## src/rtl/alu_main_dec.sv

```systemverilog
// Main control FSM for the multicycle MIPS datapath (Moore machine).
// Latency: outputs follow state combinationally; state advances on each rising clk.
// Backpressure: none; one state step per clock. Optional ori path under ORI_SUPPORT_EN.
module alu_main_dec (
  input  logic       clk,
  input  logic       rst,
  input  logic [5:0] Opcode,
  output logic       MemtoReg,
  output logic       RegDst,
  output logic       IorD,
  output logic [1:0] PCSrc,
  output logic       ALUSrcA,
  output logic [1:0] ALUSrcB,
  output logic       IRWrite,
  output logic       MemWrite,
  output logic       PCWrite,
  output logic       Branch,
  output logic       RegWrite,
  output logic [1:0] ALUOp
);

  localparam logic [5:0] OP_LW   = 6'b100011;
  localparam logic [5:0] OP_SW   = 6'b101011;
  localparam logic [5:0] OP_RTYP = 6'b000000;
  localparam logic [5:0] OP_BEQ  = 6'b000100;
  localparam logic [5:0] OP_ADDI = 6'b001000;
  localparam logic [5:0] OP_J    = 6'b000010;
`ifdef ORI_SUPPORT_EN
  localparam logic [5:0] OP_ORI  = 6'b001101;
`endif

  typedef enum logic [3:0] {
    S_FETCH   = 4'd0,
    S_DECODE  = 4'd1,
    S_MEMADR  = 4'd2,
    S_MEMRD   = 4'd3,
    S_MEMWB   = 4'd4,
    S_MEMWR   = 4'd5,
    S_RTYPEEX = 4'd6,
    S_RTYPEWB = 4'd7,
    S_BEQEX   = 4'd8,
    S_ADDIEX  = 4'd9,
    S_ADDIWB  = 4'd10,
`ifdef ORI_SUPPORT_EN
    S_JEX     = 4'd11,
    S_ORIEX   = 4'd12
`else
    S_JEX     = 4'd11
`endif
  } state_t;

  state_t r_state;
  state_t w_next;

  // State register; reset low forces FETCH immediately and holds it there.
  always_ff @(posedge clk or negedge rst) begin
    if (!rst) begin
      r_state <= S_FETCH;
    end else begin
      r_state <= w_next;
    end
  end

  // Next-state selection; unknown opcodes and illegal codes fall back to FETCH.
  always_comb begin
    w_next = S_FETCH;
    case (r_state)
      S_FETCH:  w_next = S_DECODE;
      S_DECODE: begin
        case (Opcode)
          OP_LW, OP_SW: w_next = S_MEMADR;
          OP_RTYP:      w_next = S_RTYPEEX;
          OP_BEQ:       w_next = S_BEQEX;
          OP_ADDI:      w_next = S_ADDIEX;
          OP_J:         w_next = S_JEX;
`ifdef ORI_SUPPORT_EN
          OP_ORI:       w_next = S_ORIEX;
`endif
          default:      w_next = S_FETCH;
        endcase
      end
      // Opcode is looked at again here to split loads from stores.
      S_MEMADR:  w_next = (Opcode == OP_LW) ? S_MEMRD : S_MEMWR;
      S_MEMRD:   w_next = S_MEMWB;
      S_MEMWB:   w_next = S_FETCH;
      S_MEMWR:   w_next = S_FETCH;
      S_RTYPEEX: w_next = S_RTYPEWB;
      S_RTYPEWB: w_next = S_FETCH;
      S_BEQEX:   w_next = S_FETCH;
      S_ADDIEX:  w_next = S_ADDIWB;
      S_ADDIWB:  w_next = S_FETCH;
      S_JEX:     w_next = S_FETCH;
`ifdef ORI_SUPPORT_EN
      // ori shares the immediate writeback state with addi.
      S_ORIEX:   w_next = S_ADDIWB;
`endif
      default:   w_next = S_FETCH;
    endcase
  end

  // Moore outputs decoded from state only; everything defaults to 0.
  always_comb begin
    MemtoReg = 1'b0;
    RegDst   = 1'b0;
    IorD     = 1'b0;
    PCSrc    = 2'b00;
    ALUSrcA  = 1'b0;
    ALUSrcB  = 2'b00;
    IRWrite  = 1'b0;
    MemWrite = 1'b0;
    PCWrite  = 1'b0;
    Branch   = 1'b0;
    RegWrite = 1'b0;
    ALUOp    = 2'b00;
    case (r_state)
      S_FETCH: begin
        IRWrite = 1'b1;
        PCWrite = 1'b1;
        ALUSrcB = 2'b01;
      end
      S_DECODE: ALUSrcB = 2'b11;
      S_MEMADR: begin
        ALUSrcA = 1'b1;
        ALUSrcB = 2'b10;
      end
      S_MEMRD: IorD = 1'b1;
      S_MEMWB: begin
        MemtoReg = 1'b1;
        RegWrite = 1'b1;
      end
      S_MEMWR: begin
        IorD     = 1'b1;
        MemWrite = 1'b1;
      end
      S_RTYPEEX: begin
        ALUSrcA = 1'b1;
        ALUOp   = 2'b10;
      end
      S_RTYPEWB: begin
        RegDst   = 1'b1;
        RegWrite = 1'b1;
      end
      S_BEQEX: begin
        ALUSrcA = 1'b1;
        ALUOp   = 2'b01;
        PCSrc   = 2'b01;
        Branch  = 1'b1;
      end
      S_ADDIEX: begin
        ALUSrcA = 1'b1;
        ALUSrcB = 2'b10;
      end
      S_ADDIWB: RegWrite = 1'b1;
      S_JEX: begin
        PCSrc   = 2'b10;
        PCWrite = 1'b1;
      end
`ifdef ORI_SUPPORT_EN
      S_ORIEX: begin
        ALUSrcA = 1'b1;
        ALUSrcB = 2'b10;
        ALUOp   = 2'b11;
      end
`endif
      default: ;
    endcase
  end

endmodule

```

## config.mk

```make
export PLATFORM = sky130hd
export DESIGN_NAME = alu_main_dec
export DESIGN_NICKNAME = d
export VERILOG_FILES = /design/src/rtl/alu_main_dec.sv
export SDC_FILE = /design/constraint.sdc
export NUM_CORES = 1
export LEC_CHECK = 0
export CAP_MARGIN = 20
export CORE_AREA = 3 3 41 43
export DETAILED_ROUTE_END_ITERATION = 8
export DIE_AREA = 0 0 44 46
export GPL_TIMING_DRIVEN = 0
export PLACE_DENSITY = 0.68
export SYNTH_ARGS = -nofsm -noshare
export SYNTH_HDL_FRONTEND = slang
export SYNTH_SLANG_ARGS = --single-unit
```

## constraint.sdc

```tcl
create_clock -name clk -period 1.1 [get_ports clk]
set_input_delay 0.165 -clock clk [delete_from_list [all_inputs] [get_ports clk]]
set_output_delay 0.165 -clock clk [all_outputs]
set_load 0.01 [all_outputs]
```

==> results of run 1 <==
-- layer usage --
| layer | vias to the layer above | global-route usage [%] |
|---|---|---|
| met5 | - | 0 |
| met4 | 0 | 3.61 |
| met3 | 6 | 3.95 |
| met2 | 45 | 36.0 |
| met1 | 332 | 21.1 |
| li1 | 321 | - |
-- cell families after synthesis --
group	count (synthesis)
flip-flops	4
AND/OR/NAND/NOR	34
AO/OA/AOI/OAI	10
XOR/XNOR	3
buffers and inverters	6
-- cells in the final DEF, fill, tap and decap left out, types with 2 or more instances in the layout --
| master | synthesis | final |
|---|---|---|
| buf_4 | 2 | 21 |
| buf_6 | 0 | 17 |
| buf_2 | 3 | 12 |
| nand2b_4 | 0 | 4 |
| nor2_2 | 0 | 3 |
| nor2_4 | 0 | 3 |
| nor2_1 | 9 | 3 |
| nand2_1 | 4 | 3 |
| nor3_2 | 0 | 3 |
| clkbuf_4 | 0 | 3 |
| clkdlybuf4s50_1 | 0 | 3 |
| dfrtp_1 | 4 | 3 |
| o32ai_2 | 1 | 2 |
| nand3b_1 | 2 | 2 |
| xnor2_1 | 2 | 2 |
| dlymetal6s2s_1 | 0 | 2 |
| dlygate4sd2_1 | 0 | 2 |
-- where the power goes --
part | internal, W | switching (W)
logic | 0.000737 | 0.000645
registers | 0.000183 | 0.0000431
clock network | 0.000123 | 0.0000690
total | 0.00104 | 0.000757
-- layout make-up --
cell class                      count  area [µm²]  area share, %
Clock buffer                        3        22.5           2.05
Buffer                              5        52.6           4.79
Multi-Input combinational cell     47         469           42.8
Timing Repair Buffer               52         429           39.1
Inverter                            1        3.75          0.342
Tap cell                           15        18.8           1.71
Sequential cell                     4         101           9.24
-- metrics by stage --
step                      hold WS [ns]  utilization, %  cells  setup slack (ns)  power, W
after floorplan                 -0.131               -     57           -0.0699  0.000706
after global placement           0.372            54.0     94            -0.594   0.00104
after detailed placement         0.376            54.0     94            -0.599   0.00104
after CTS                        0.129            67.3    115            -0.333   0.00151
after global routing             0.120            82.3    127            -0.485   0.00192
final                            0.123            82.3    127            -0.448   0.00180
-- how the worst min path moves through the flow --
stage / from / to / slack, ns / cells past startpoint
after global placement: rst / r_state[3] / 0.37 / 1
final: rst / r_state[3] / 0.12 / 1
after floorplan: rst / r_state[0] / -0.13 / 0
after CTS: rst / r_state[3] / 0.13 / 1
after global routing: rst / r_state[3] / 0.12 / 1
after detailed placement: rst / r_state[3] / 0.38 / 1
-- timing repair --
action                                  CTS  global route
cloned                                    0             1
endpoints found under the setup margin   18            19
pin swaps                                 4             9
resized for setup                        82            29
hold buffers                              0             0
setup buffers                            18            11
==> impl_metrics.ini, run 1 <==
[grt]
grt_pass1_wl_mm = 2.81
grt_pass1_vias = 609
antenna_found_initial = 0
grt_max_degree = 10
track_usage_pct = 18.8
grt_overflow = 0

[routing]
drc = 0
wl_met1_um = 836
first_iter_violations = 23
num_vias = 704
met3_length_um = 168
totalWireLength_mm = 2.12
drt.antenna.violating_nets = 0
highest_layer = met4
route.met2.wl_mm = 1.07
vias_per_cell = 5.54
wire_per_inst_um = 16.7
first_pass_iters = 4

[cells_and_area]
layout.nets = 122
design_area_mm2 = 0.00110
drive_gt1_share_pct = 74.1
fill_cells = 79
antenna_cells = 0
largest_reg_flops = 4
synthToLayoutAreaGrowth_pct = 152
reg.largest.list = r_state x4
top_register = r_state

[yosys]
synth_cell_types = 28
yosys-top-cells-count = nor2_1, nor3_1, dfrtp_1, nand2_1, nand2b_1
ys.flop_type = dfrtp_1
yosysTopAreaCell = dfrtp_1
synthCells = 57
synth_fa_ha_area_share_pct = 0
synth_edf_count = 0
yosys.area_share.simple_pct = 43.4
synth_top_family_by_area = simple AND/OR/NAND/NOR gates
synth_xor_area_share_pct = 6.03
synth_compound_area_share_pct = 19.8
synth_area_um2 = 435
synth_seq_cells = 4
synth.net_count = 65
async_flop_share_pct = 100
synthTopCellsByArea = dfrtp_1, nor2_1, nand2b_1
synthMuxAreaShare_pct = 0
ys_warn_count = 0
syn-mean-instance-area_um2 = 7.64
synth_top_cell_area_share_pct = 23.0
yosysSeqAreaShare_pct = 23.0
synth.most_common_cell = nor2_1

[setup_path]
critPathSlowestCell = dfrtp_2
endpoint = PCSrc[0]
reg2reg_depth = 6
critPathMaxStageDelay_ns = 0.44
r2r-start = r_state[1]
startpoint_type = register
arrival_ns = 1.38
cp_max_fo = 4
path_buf_inv = 4
timing.rr.end = r_state[1]
r2r_slack_ns = -0.21
setup.worst_path.class = reg -> out
crit_family = buffers and inverters
required_ns = 0.94
crit_chain = buf_4 > buf_6 > nor3_4 > buf_4 > buf_6
cp_num_cells = 5
cp-end-kind = primary output
crit_start = r_state[1]

[clock_network]
cts_tree = done
htreeDepth = 1
worstSkewPairLatency_ns = 0.24
cts_root_buf = clkbuf_4
cts_sinks = 4
max-clock-path-buffers = 2
cts_buffers = 3
path_clk_slew_ns = 0.05

[timing]
tns_ns = -5.62
post-route-period-util_pct = 141
tightest_slew_ns = 0.300
max_freq_ghz = 0.646
layout_setup_ws_ns = -0.448
rsz0062_at_grt = true
fin_crit_ns = 1.55
fin_worst_skew_ns = 0.0113
finalMaxSlewViolations = 0
final-hold-violation-count = 0
slew_headroom_pct = 79.9
finalSetupViolations = 19

[die]
dieArea_mm2 = 0.00202
io_pins = 23
die_h_um = 46
initial_core_util_pct = 32.6
core_mm2 = 0.00133
die_x_um = 44
rows = 13

[placed_design]
dp_hpwl_um = 880
io_buffers = 22
dpl_cell_area_um2 = 721
gp_congestion = 0.789

[power_and_ir_drop]
ir_drop_mv = 1.69
p_leak_nw = 0.504
power-per-cell-area_mw_per_mm2 = 1640

[status]
violations = negative setup slack
status = finished with violations

[min_path]
hp-class = in -> async

[run]
maxCapViolations = 0
Note: power is estimated with default switching activity, not from simulation.
==> inputs of run 2 (changes only) <==
--- a/config.mk
+++ b/config.mk
@@ -11,6 +11,7 @@
 export DIE_AREA = 0 0 44 46
 export GPL_TIMING_DRIVEN = 0
 export PLACE_DENSITY = 0.68
+export SKIP_CTS_REPAIR_TIMING = 1
 export SYNTH_ARGS = -nofsm -noshare
 export SYNTH_HDL_FRONTEND = slang
 export SYNTH_SLANG_ARGS = --single-unit
==> impl_metrics.ini, run 2 (synthesis gave the netlist of run 1 again) <==
[setup_path]
crit_chain = buf_4 > nand2b_2 > nand3b_1 > o21ai_2 > clkbuf_2
arrival_ns = 1.31
critPathSlowestCell = dfrtp_1
crit_family = flip-flops
path_buf_inv = 2
setup.worst_path.class = reg -> out
startpoint_type = register
required_ns = 0.94
critPathMaxStageDelay_ns = 0.39
cp_max_fo = 5
cp-end-kind = primary output

[die]
die_h_um = 46
initial_core_util_pct = 32.6
core_mm2 = 0.00133
die_x_um = 44
dieArea_mm2 = 0.00202
io_pins = 23
rows = 13

[placed_design]
dpl_cell_area_um2 = 721
dp_hpwl_um = 880
place_ws_ns = -0.599
gp_congestion = 0.789
io_buffers = 22

[cells_and_area]
largest_reg_flops = 4
layout.nets = 105
top_register = r_state
fill_cells = 102
multi_input_area_um2 = 425
ff_latch_area_um2 = 100
layout_commonest_cell = buf_6
design_area_um2 = 926
reg.largest.list = r_state x4
drive_gt1_share_pct = 62.1
layout_common_cells = buf_6, buf_2, buf_4
antenna_cells = 0
synthToLayoutAreaGrowth_pct = 113

[clock_network]
cts_sinks = 4
cts_buffers = 3
htreeDepth = 1
cts_tree = done
cts_root_buf = clkbuf_4
max-clock-path-buffers = 2
worstSkewPairLatency_ns = 0.23
path_clk_slew_ns = 0.04

[grt]
track_usage_pct = 13.1
grt_max_degree = 11
grt_pass1_vias = 469
grt_pass1_wl_mm = 2.04
antenna_found_initial = 0
grt_overflow = 0

[min_path]
hp-class = in -> async

[power_and_ir_drop]
ir_drop_mv = 1.11
p_leak_nw = 0.425
power-per-cell-area_mw_per_mm2 = 1580

[routing]
first_iter_violations = 13
wire_per_inst_um = 13.9
drc = 0
totalWireLength_mm = 1.53
num_vias = 563
first_pass_iters = 4
vias_per_cell = 5.12
drt.antenna.violating_nets = 0

[timing]
tightest_slew_ns = 0.278
fin_crit_ns = 1.47
finalMaxSlewViolations = 0
finalSetupViolations = 19
fin_worst_skew_ns = 0.00309
layout_setup_ws_ns = -0.374
post-route-period-util_pct = 134
final-hold-violation-count = 0
rsz0062_at_grt = true
slew_headroom_pct = 81.4
max_freq_ghz = 0.679

[status]
violations = negative setup slack
status = finished with violations

[run]
maxCapViolations = 0
## run 2: cell count changes in the layout (fill, tap and decap cells not counted), moves of 2 or more
cell             previous run  this run
nor2_2                      3         1
dlygate4sd2_1               2         0
buf_2                      12         9
buf_6                      17        14
clkdlybuf4s50_1             3         5
buf_4                      21         8
nor2_1                      3         5
## run 2: power breakdown
| part | switching (W) | internal [W] | leakage, nW |
|---|---|---|---|
| clock network | 0.0000588 | 0.000122 | 0.0138 |
| logic | 0.000515 | 0.000552 | 0.358 |
| registers | 0.0000329 | 0.000182 | 0.0531 |
| total | 0.000607 | 0.000856 | 0.425 |
## run 2: layout make-up
class	count	share of cell area (%)
plain buffers	5	5.68
clock buffers	3	2.43
inverters	1	0.405
multi-input cells	47	45.9
flip-flops and latches	4	10.8
well taps	15	2.03
repair buffers	35	32.7
## run 2: layer usage
metal | vias to the layer above | share of wire, % | global-route usage [%]
li1 | 286 | - | -
met1 | 253 | 44 | 17.1
met2 | 22 | 47 | 21.8
met3 | 2 | 8.1 | 2.77
met4 | 0 | 0.98 | 3.61
met5 | - | 0 | 0
## run 2: final timing paths
kind | slack [ns] | depth (start not counted) | endpoint | start
hold reg to reg | 0.63 | 2 | r_state[0] | r_state[3]
min in group clk | 0.29 | 2 | r_state[2] | Opcode[3]
setup reg to reg | -0.17 | 4 | r_state[2] | r_state[0]
max in group asynchronous | 0.81 | 1 | r_state[0] | rst
setup / recovery | -0.37 | 5 | RegWrite | r_state[1]
hold / removal | 0.13 | 1 | r_state[3] | rst
## run 2: stage by stage
step                power, W  utilization, %  cells  hold WS, ns  TNS (ns)
floorplan           0.000706               -     57       -0.131    -0.197
global placement     0.00104            54.0     94        0.372     -7.94
detailed placement   0.00104            54.0     94        0.376     -8.01
CTS                  0.00123            55.7     97        0.129    -10.98
global route         0.00159            69.4    110        0.123     -5.92
finish               0.00146            69.4    110        0.126     -4.57
==> inputs of run 3 (changes only) <==
--- a/config.mk
+++ b/config.mk
@@ -10,7 +10,7 @@
 export DETAILED_ROUTE_END_ITERATION = 8
 export DIE_AREA = 0 0 44 46
 export GPL_TIMING_DRIVEN = 0
-export PLACE_DENSITY = 0.68
+export PLACE_DENSITY_LB_ADDON = 0.25
 export SKIP_CTS_REPAIR_TIMING = 1
 export SYNTH_ARGS = -nofsm -noshare
 export SYNTH_HDL_FRONTEND = slang
==> impl_metrics.ini, run 3 (synthesis gave the netlist of run 1 again) <==
[routing]
num_vias = 549
highest_layer = met4
first_pass_iters = 4
totalWireLength_mm = 1.36
vias_per_cell = 5.33
drc = 0
drt.antenna.violating_nets = 0
first_iter_violations = 7
met3_length_um = 144
wl_met1_um = 527
wire_per_inst_um = 13.2
route.met2.wl_um = 659

[setup_path]
r2r-start = r_state[2]
cp_num_cells = 4
setup.worst_path.class = reg -> out
r2r_slack_ns = -0.18
required_ns = 0.94
cp_max_fo = 4
reg2reg_depth = 5
crit_family = simple AND/OR/NAND/NOR gates
critPathMaxStageDelay_ns = 0.40
critPathSlowestCell = dfrtp_1
crit_start = r_state[0]
timing.rr.end = r_state[2]
path_buf_inv = 1
cp-end-kind = primary output
endpoint = ALUSrcB[1]
crit_chain = nand2b_4 > or2_4 > a21oi_2 > buf_2
startpoint_type = register
arrival_ns = 1.32

[cells_and_area]
reg.largest.list = r_state x4
synthToLayoutAreaGrowth_pct = 88.8
layout_common_cells = buf_2, nor2_1, buf_4, clkdlybuf4s50_1, dlymetal6s2s_1
layout.nets = 98
fin_util_pct = 61.6
design_area_um2 = 822
instances_no_fill = 103
fill_cells = 118
layout_commonest_cell = buf_2
top_register = r_state
largest_reg_flops = 4
drive_gt1_share_pct = 54.5
antenna_cells = 0

[timing]
fin_crit_ns = 1.49
slew_headroom_pct = 82.7
finalMaxSlewViolations = 0
post-route-period-util_pct = 135
finalSetupViolations = 19
rsz0062_at_grt = true
final-hold-violation-count = 0
max_freq_ghz = 0.673
tightest_slew_ns = 0.260
layout_setup_ws_ns = -0.386
hold-worst-slack_ns = 0.120
fin_worst_skew_ns = 0.00811

[min_path]
hp-class = in -> async

[clock_network]
max-clock-path-buffers = 2
cts_root_buf = clkbuf_4
path_clk_slew_ns = 0.04
worstSkewPairLatency_ns = 0.25
cts_buffers = 3
cts_sinks = 4
htreeDepth = 1
cts_tree = done

[placed_design]
dp_hpwl_um = 859
io_buffers = 22
dpl_cell_area_um2 = 721
gp_congestion = 0.798
placed_cells_incl_taps = 94

[die]
core_mm2 = 0.00133
die_x_um = 44
dieArea_mm2 = 0.00202
io_pins = 23
die_h_um = 46
initial_core_util_pct = 32.6
rows = 13

[status]
status = finished with violations
violations = negative setup slack

[run]
maxCapViolations = 0

[power_and_ir_drop]
power-per-cell-area_mw_per_mm2 = 1600
p_leak_nw = 0.393
ir_drop_mv = 1.23

[grt]
track_usage_pct = 13.0
antenna_found_initial = 0
grt_pass1_vias = 461
grt_pass1_wl_mm = 1.94
grt_max_degree = 11
grt_overflow = 0
==> run 3: cell count changes in the layout (fill, tap and decap cells not counted), sizes merged <==
cell,previous run,this run
dlymetal6s2s,3,4
buf,31,21
clkbuf,4,6
==> run 3: per-layer routing <==
layer | up-vias | global-route usage (%)
met3 | 4 | 4.35
met5 | - | 0
met1 | 242 | 15.6
met4 | 0 | 6.63
li1 | 274 | -
met2 | 29 | 20.3
==> run 3: area by class of cell <==
class / count / area (µm²) / share of cell area (%)
timing repair buffer: 28 / 205 / 25.0
buffer: 5 / 56.3 / 6.85
inverter: 1 / 3.75 / 0.457
clock buffer: 3 / 22.5 / 2.74
multi-input combinational: 47 / 414 / 50.4
sequential: 4 / 101 / 12.3
tap: 15 / 18.8 / 2.28
==> run 3: power by group <==
group	leakage, nW	internal [W]	switching [W]
logic	0.327	0.000431	0.000466
clock network	0.0138	0.000123	0.0000706
registers	0.0515	0.000183	0.0000390
total	0.393	0.000737	0.000576
==> run 3: metrics by stage <==
step	setup WS (ns)	TNS, ns	total power [W]
2_1_floorplan	-0.0699	-0.197	0.000706
6_report	-0.386	-4.81	0.00131
4_1_cts	-0.901	-11.18	0.00125
3_3_place_gp	-0.599	-7.87	0.00104
3_5_place_dp	-0.641	-8.07	0.00105
5_1_grt	-0.455	-6.29	0.00141
==> run 3: worst reg2reg max path: stages (launching register included) <==
cell	delay [ns]
dfrtp_1	0.39
buf_8	0.16
clkbuf_2	0.16
nor2_1	0.13
nand4_1	0.13
o32ai_2	0.22
==> run 3: worst min path at each step <==
stage | startpoint | endpoint | slack (ns) | cells past startpoint
4_1_cts | rst | r_state[3] | 0.12 | 1
5_1_grt | rst | r_state[3] | 0.13 | 1
6_report | rst | r_state[3] | 0.12 | 1
3_5_place_dp | rst | r_state[3] | 0.38 | 1
3_3_place_gp | rst | r_state[3] | 0.37 | 1
2_1_floorplan | rst | r_state[0] | -0.13 | 0
